File: config.mk
export PLATFORM = sky130hd
export DESIGN_NAME = bus_demux_1to4_reg_flat
export DESIGN_NICKNAME = d
export VERILOG_FILES = /design/src/rtl/bus_demux_pkg.sv /design/src/rtl/bus_demux_if.sv /design/src/rtl/bus_demux_slot.sv /design/src/rtl/bus_demux_1to4_reg.sv /design/src/flat_wrapper.sv
export SDC_FILE = /design/constraint.sdc
export NUM_CORES = 1
export LEC_CHECK = 0
export ABC_AREA = 1
export BUFFER_PORTS_ARGS = -buffer_cell sky130_fd_sc_hd__buf_2
export CAP_MARGIN = 40
export CORE_ASPECT_RATIO = 1.2
export CORE_UTILIZATION = 42
export CTS_CLUSTER_SIZE = 24
export DETAILED_ROUTE_END_ITERATION = 8
export PLACE_DENSITY = 0.73
export SKIP_CTS_REPAIR_TIMING = 1
export SYNTH_ARGS = -nofsm -noshare
export SYNTH_HDL_FRONTEND = slang
export SYNTH_HIERARCHICAL = 1
export SYNTH_SLANG_ARGS = --single-unit
File: constraint.sdc
create_clock -name clk -period 1.25 [get_ports clk]
set_input_delay 0.25 -clock clk [delete_from_list [all_inputs] [get_ports clk]]
set_output_delay 0.25 -clock clk [all_outputs]
set_load 0.03 [all_outputs]
File: src/rtl/bus_demux_pkg.sv
// Shared constants, slot-state type and helpers for the 1-to-4 registered bus demux.
package bus_demux_pkg;

    localparam int NUM_OUT = 4;
    localparam int SEL_W   = 2;
    localparam int CNT_W   = 8;

    typedef enum logic {
        EMPTY = 1'b0,
        FULL  = 1'b1
    } slot_state_e;

    function automatic logic [NUM_OUT-1:0] sel_onehot(
        input logic [SEL_W-1:0] sel
    );
        logic [NUM_OUT-1:0] r;
        r      = '0;
        r[sel] = 1'b1;
        return r;
    endfunction

endpackage

File: src/rtl/bus_demux_if.sv
// Upstream handshake plus the four registered downstream channels.
interface bus_demux_if
    import bus_demux_pkg::*;
#(
    parameter int BUS_WIDTH = 8
);

    logic [BUS_WIDTH-1:0] in_data;
    logic [SEL_W-1:0]     in_sel;
    logic                 in_valid;
    logic                 in_ready;

    logic [BUS_WIDTH-1:0] y0;
    logic [BUS_WIDTH-1:0] y1;
    logic [BUS_WIDTH-1:0] y2;
    logic [BUS_WIDTH-1:0] y3;
    logic [NUM_OUT-1:0]   out_valid;
    logic [NUM_OUT-1:0]   out_ready;

    modport master (
        output in_data,
        output in_sel,
        output in_valid,
        input  in_ready,
        input  y0,
        input  y1,
        input  y2,
        input  y3,
        input  out_valid,
        output out_ready
    );

    modport slave (
        input  in_data,
        input  in_sel,
        input  in_valid,
        output in_ready,
        output y0,
        output y1,
        output y2,
        output y3,
        output out_valid,
        input  out_ready
    );

endinterface

File: src/rtl/bus_demux_slot.sv
// One-entry register slot: holds a word until the downstream channel takes it.
module bus_demux_slot
    import bus_demux_pkg::*;
#(
    parameter int BUS_WIDTH = 8
) (
    input  logic                 clk,
    input  logic                 rst,
    input  logic                 wr,
    input  logic [BUS_WIDTH-1:0] wdata,
    input  logic                 rd,
    output logic                 valid,
    output logic [BUS_WIDTH-1:0] data
);

    slot_state_e state;
    slot_state_e state_nxt;

    always_ff @(posedge clk) begin
        if (rst) begin
            state <= EMPTY;
        end else begin
            state <= state_nxt;
        end
    end

    // wr into a FULL slot only arrives together with rd (upstream ready rule)
    always_comb begin
        state_nxt = state;
        unique case (state)
            EMPTY: begin
                if (wr) begin
                    state_nxt = FULL;
                end
            end
            FULL: begin
                if (rd && !wr) begin
                    state_nxt = EMPTY;
                end
            end
            default: begin
                state_nxt = EMPTY;
            end
        endcase
    end

    always_comb begin
        valid = (state == FULL);
    end

    always_ff @(posedge clk) begin
        if (rst) begin
            data <= '0;
        end else if (wr) begin
            data <= wdata;
        end
    end

endmodule

File: src/rtl/bus_demux_1to4_reg.sv
// 1-to-4 demux with a registered slot per channel.
// Define BUS_DEMUX_COUNT_EN to add per-channel 8-bit transfer counters cnt0..cnt3.
module bus_demux_1to4_reg
    import bus_demux_pkg::*;
#(
    parameter int BUS_WIDTH = 8
) (
    input  logic             clk,
    input  logic             rst,
    bus_demux_if.slave       bus
`ifdef BUS_DEMUX_COUNT_EN
    ,
    output logic [CNT_W-1:0] cnt0,
    output logic [CNT_W-1:0] cnt1,
    output logic [CNT_W-1:0] cnt2,
    output logic [CNT_W-1:0] cnt3
`endif
);

    logic [NUM_OUT-1:0]   valid;
    logic [NUM_OUT-1:0]   wr;
    logic                 ready;
    logic [BUS_WIDTH-1:0] data [NUM_OUT];

    // ready depends only on the addressed slot, never on in_valid
    always_comb begin
        ready = ~valid[bus.in_sel] | bus.out_ready[bus.in_sel];
    end

    always_comb begin
        wr = '0;
        if (bus.in_valid && ready) begin
            wr = sel_onehot(bus.in_sel);
        end
    end

    for (genvar g = 0; g < NUM_OUT; g++) begin : g_slot
        bus_demux_slot #(
            .BUS_WIDTH (BUS_WIDTH)
        ) u_slot (
            .clk   (clk),
            .rst   (rst),
            .wr    (wr[g]),
            .wdata (bus.in_data),
            .rd    (bus.out_ready[g]),
            .valid (valid[g]),
            .data  (data[g])
        );
    end

    assign bus.in_ready  = ready;
    assign bus.out_valid = valid;
    assign bus.y0        = data[0];
    assign bus.y1        = data[1];
    assign bus.y2        = data[2];
    assign bus.y3        = data[3];

`ifdef BUS_DEMUX_COUNT_EN
    logic [CNT_W-1:0] cnt [NUM_OUT];

    for (genvar g = 0; g < NUM_OUT; g++) begin : g_cnt
        always_ff @(posedge clk) begin
            if (rst) begin
                cnt[g] <= '0;
            end else if (valid[g] && bus.out_ready[g]) begin
                cnt[g] <= cnt[g] + 1'b1;
            end
        end
    end

    assign cnt0 = cnt[0];
    assign cnt1 = cnt[1];
    assign cnt2 = cnt[2];
    assign cnt3 = cnt[3];
`endif

endmodule

File: src/flat_wrapper.sv
// flat-port wrapper written by rule: the top's interface ports become plain ports
module bus_demux_1to4_reg_flat import bus_demux_pkg::*;
#(
    parameter int BUS_WIDTH = 8
)
  (clk, rst, bus_in_data, bus_in_sel, bus_in_valid, bus_in_ready, bus_y0, bus_y1, bus_y2, bus_y3, bus_out_valid, bus_out_ready);
  bus_demux_if #(.BUS_WIDTH(BUS_WIDTH)) bus_i ();
  input  logic clk;
  input  logic rst;
  input wire logic [$bits(bus_i.in_data)-1:0] bus_in_data;
  input wire logic [$bits(bus_i.in_sel)-1:0] bus_in_sel;
  input wire logic [$bits(bus_i.in_valid)-1:0] bus_in_valid;
  output wire logic [$bits(bus_i.in_ready)-1:0] bus_in_ready;
  output wire logic [$bits(bus_i.y0)-1:0] bus_y0;
  output wire logic [$bits(bus_i.y1)-1:0] bus_y1;
  output wire logic [$bits(bus_i.y2)-1:0] bus_y2;
  output wire logic [$bits(bus_i.y3)-1:0] bus_y3;
  output wire logic [$bits(bus_i.out_valid)-1:0] bus_out_valid;
  input wire logic [$bits(bus_i.out_ready)-1:0] bus_out_ready;
  assign bus_i.in_data = bus_in_data;
  assign bus_i.in_sel = bus_in_sel;
  assign bus_i.in_valid = bus_in_valid;
  assign bus_in_ready = bus_i.in_ready;
  assign bus_y0 = bus_i.y0;
  assign bus_y1 = bus_i.y1;
  assign bus_y2 = bus_i.y2;
  assign bus_y3 = bus_i.y3;
  assign bus_out_valid = bus_i.out_valid;
  assign bus_i.out_ready = bus_out_ready;
  bus_demux_1to4_reg #(.BUS_WIDTH(BUS_WIDTH)) u_core (.clk(clk), .rst(rst), .bus(bus_i));
endmodule
==> impl_metrics.csv <==
group,metric,value,unit
run_status,status,"finished with violations",
run_status,failed_checks,"negative setup slack",
sta,slew_violations,0,
pwr,power_density,1160,mW/mm^2
yosys,syn_area,0.00138,sq mm
route,wl_per_cell,12.8,um
hold_path,min-delay-start,"bus_out_ready[2]",
setup_path,startpoint_type,"register",
yosys,synth_top_family_by_area,"simple AND/OR/NAND/NOR gates",
placed_design,placed_cells,275,
sta,fin_crit,1.40,ns
layout,antenna_cells,0,
global_route,grt_max_degree,11,
sta,min_period_over_period,112,%
pwr,swShare,30.1,%
layout,instances_no_fill,291,
yosys,synth-compound-area-share,14.1,%
die,io_pins,54,
layout,layout_commonest_cell,"nor2_1",
setup_path,critPathMaxFanout,3,
route,vias,1441,
clock_network,clock_latency,0.34,ns
sta,hold_viol,0,
sta,rsz0062_at_grt,"yes",
global_route,antenna_found_initial,0,
global_route,grt_pass1_wl,5.32,mm
pwr,p_int,1680,uW
pwr,p_seq_share,51.5,%
layout,drive_above_1_share,49.4,%
sta,worst_pin_slew,0.391,ns
clock_network,cts_made_buffers,5,
yosys,synthSimpleGateAreaFrac,28.6,%
clock_network,cts_root_buf,"clkbuf_4",
pwr,ir_drop,0.000830,V
yosys,synth.area.mux_share,0,%
yosys,syn_inst,182,
die,die_x,54.3,um
global_route,first_global_vias,1227,
global_route,grt_overflow,0,
clock_network,ctsHtreeMaxLevel,2,
pwr,power_leakage,0.00101,uW
job,drv_cap,0,
route,ant_nets,0,
hold_path,hold_depth,4,
layout,most-common-layout-cells,"nor2_1 (54), buf_2 (50), dfxtp_1 (32)",
setup_path,r2r-end,"u_core/g_slot[3].u_slot/data[3]",
yosys,ys_seq_elements,36,
placed_design,dpl.hpwl,2.55,mm
setup_path,cp.arrival,1.15,ns
pwr,comb_power_share,20.2,%
clock_network,clock_sinks,36,
hold_path,worst_hold_path.endpoint,"u_core/g_slot[2].u_slot/valid",
route,vias_per_cell,4.95,
setup_path,cp-end-kind,"output port",
sta,fin_ws,-0.154,ns
sta,maxSlewHeadroom,73.9,%
clock_network,cts_tree,"built",
route,firstDrtPassIters,4,
die,dieHeight,64.8,um
yosys,ys_types,14,
pwr,power,2400,uW
die,fp.dieArea,0.00352,sq mm
route,drc,0,
layout,utilization,67.0,%
route,wl,3.74,mm
clock_network,clk_path_buf_depth,2,
sta,finalSetupViolCount,34,
setup_path,timing.rr.start,"u_core/g_slot[1].u_slot/valid",
route,drtIter0Drc,40,
clock_network,cts.clk_slew.worst_paths,0.10,ns
sta,max_freq,712,MHz
die,core-area,0.00308,sq mm
yosys,syn-num-nets,199,
yosys,synth_xor_area_share,0,%
die,initial_core_util,44.8,%
placed_design,io_buffers,53,
die,rows,22,
placed_design,place.gp.congestion,0.743,
hold_path,hold_class,"in2reg",
sta,fin_worst_skew,0.00842,ns
setup_path,r2r_slack,-0.13,ns
pwr,clockPowerShare,28.4,%
yosys,avgSynthCellArea,7.58,sq um
setup_path,worstRegToRegCells,10,
yosys,synthAdderAreaFrac,0,%
setup_path,criticalPathCategory,"reg2out",
yosys,ys_seq_area_share,52.2,%
pwr,p_switching,723,uW
global_route,track_usage,21.3,%
setup_path,crit_required,1.00,ns
layout,fin_nets,272,
layout,syn2layout_area_growth,49.6,%
yosys,synth_warnings,6,
layer usage:
| layer | GRT usage (%) | wire length [um] |
|---|---|---|
| met5 | 0 | 0 |
| met4 | 14.1 | 97 |
| met3 | 4.23 | 169 |
| met2 | 32.2 | 1750 |
| met1 | 26.4 | 1720 |
worst max-delay path, stage by stage, from the launching register on:
cell     delay [ns]
dfxtp_4        0.36
nand2_1        0.05
nand2_1        0.06
nand2_1        0.06
nand2_2        0.08
nand2_4        0.07
buf_6          0.14
cells in the mapped netlist:
| cell type | number | area (sq um) |
|---|---|---|
| a21oi_2 | 4 | 35.0 |
| buf_6 | 1 | 11.3 |
| dfxtp_1 | 36 | 721 |
| inv_1 | 9 | 33.8 |
| inv_2 | 5 | 18.8 |
| inv_4 | 1 | 6.26 |
| nand2_1 | 16 | 60.1 |
| nand2_2 | 4 | 25.0 |
| nand2_4 | 1 | 11.3 |
| nand3_1 | 2 | 10.0 |
| nand3_2 | 1 | 10.0 |
| nor2_1 | 64 | 240 |
| nor2_2 | 6 | 37.5 |
| o21ai_0 | 32 | 160 |
power by group through the flow:
stage / Sequential, uW / Clock [uW] / Combinational (uW)
5_1_grt: 1240 / 735 / 520
3_5_place_dp: 1260 / 0 / 408
6_report: 1240 / 682 / 485
4_1_cts: 1230 / 693 / 409
2_1_floorplan: 1370 / 0 / 144
3_3_place_gp: 1260 / 0 / 403
how the worst max path moves through the flow:
stage	start	to	slack, ns	cells past startpoint
2_1_floorplan	u_core/g_slot[3].u_slot/valid	u_core/g_slot[0].u_slot/data[0]	-0.06	10
3_3_place_gp	bus_in_sel[0]	u_core/g_slot[0].u_slot/data[0]	-0.22	12
3_5_place_dp	bus_in_sel[0]	u_core/g_slot[0].u_slot/data[2]	-0.26	12
4_1_cts	u_core/g_slot[3].u_slot/valid	bus_in_ready	-0.23	6
5_1_grt	u_core/g_slot[2].u_slot/valid	u_core/g_slot[3].u_slot/data[1]	-0.23	10
6_report	u_core/g_slot[1].u_slot/valid	bus_in_ready	-0.15	6
registers in the layout (all words and copies together), names as in the netlist:
name                        flops
u_core/g_slot.u_slot/valid      4
u_core/g_slot.u_slot/data      32
stage by stage:
| step | area [sq um] | setup slack [ns] | setup TNS (ns) | hold slack (ns) |
|---|---|---|---|---|
| after floorplan | 1450 | -0.0624 | -1.45 | 0.303 |
| after global placement | 1780 | -0.220 | -6.50 | 0.479 |
| after detailed placement | 1780 | -0.258 | -7.56 | 0.482 |
| after CTS | 1850 | -0.231 | -2.34 | 0.165 |
| after global routing | 2060 | -0.231 | -5.20 | 0.181 |
| final | 2060 | -0.154 | -2.44 | 0.173 |
cell families (layout without fill, tap and decap cells):
family | after synthesis | after routing
buffers and inverters | 16 | 87
AND/OR/NAND/NOR | 94 | 96
flip-flops | 36 | 36
AO/OA/AOI/OAI | 36 | 36
final cells by class:
type | count | area (sq um)
Fill cell | 286 | 1020
Inverter | 15 | 71.3
Tap cell | 36 | 45.0
Multi-Input combinational cell | 132 | 748
Timing Repair Buffer | 64 | 395
Timing Repair inverter | 1 | 6.26
Sequential cell | 36 | 733
Clock buffer | 7 | 65.1
Note: power is estimated with default switching activity, not from simulation.
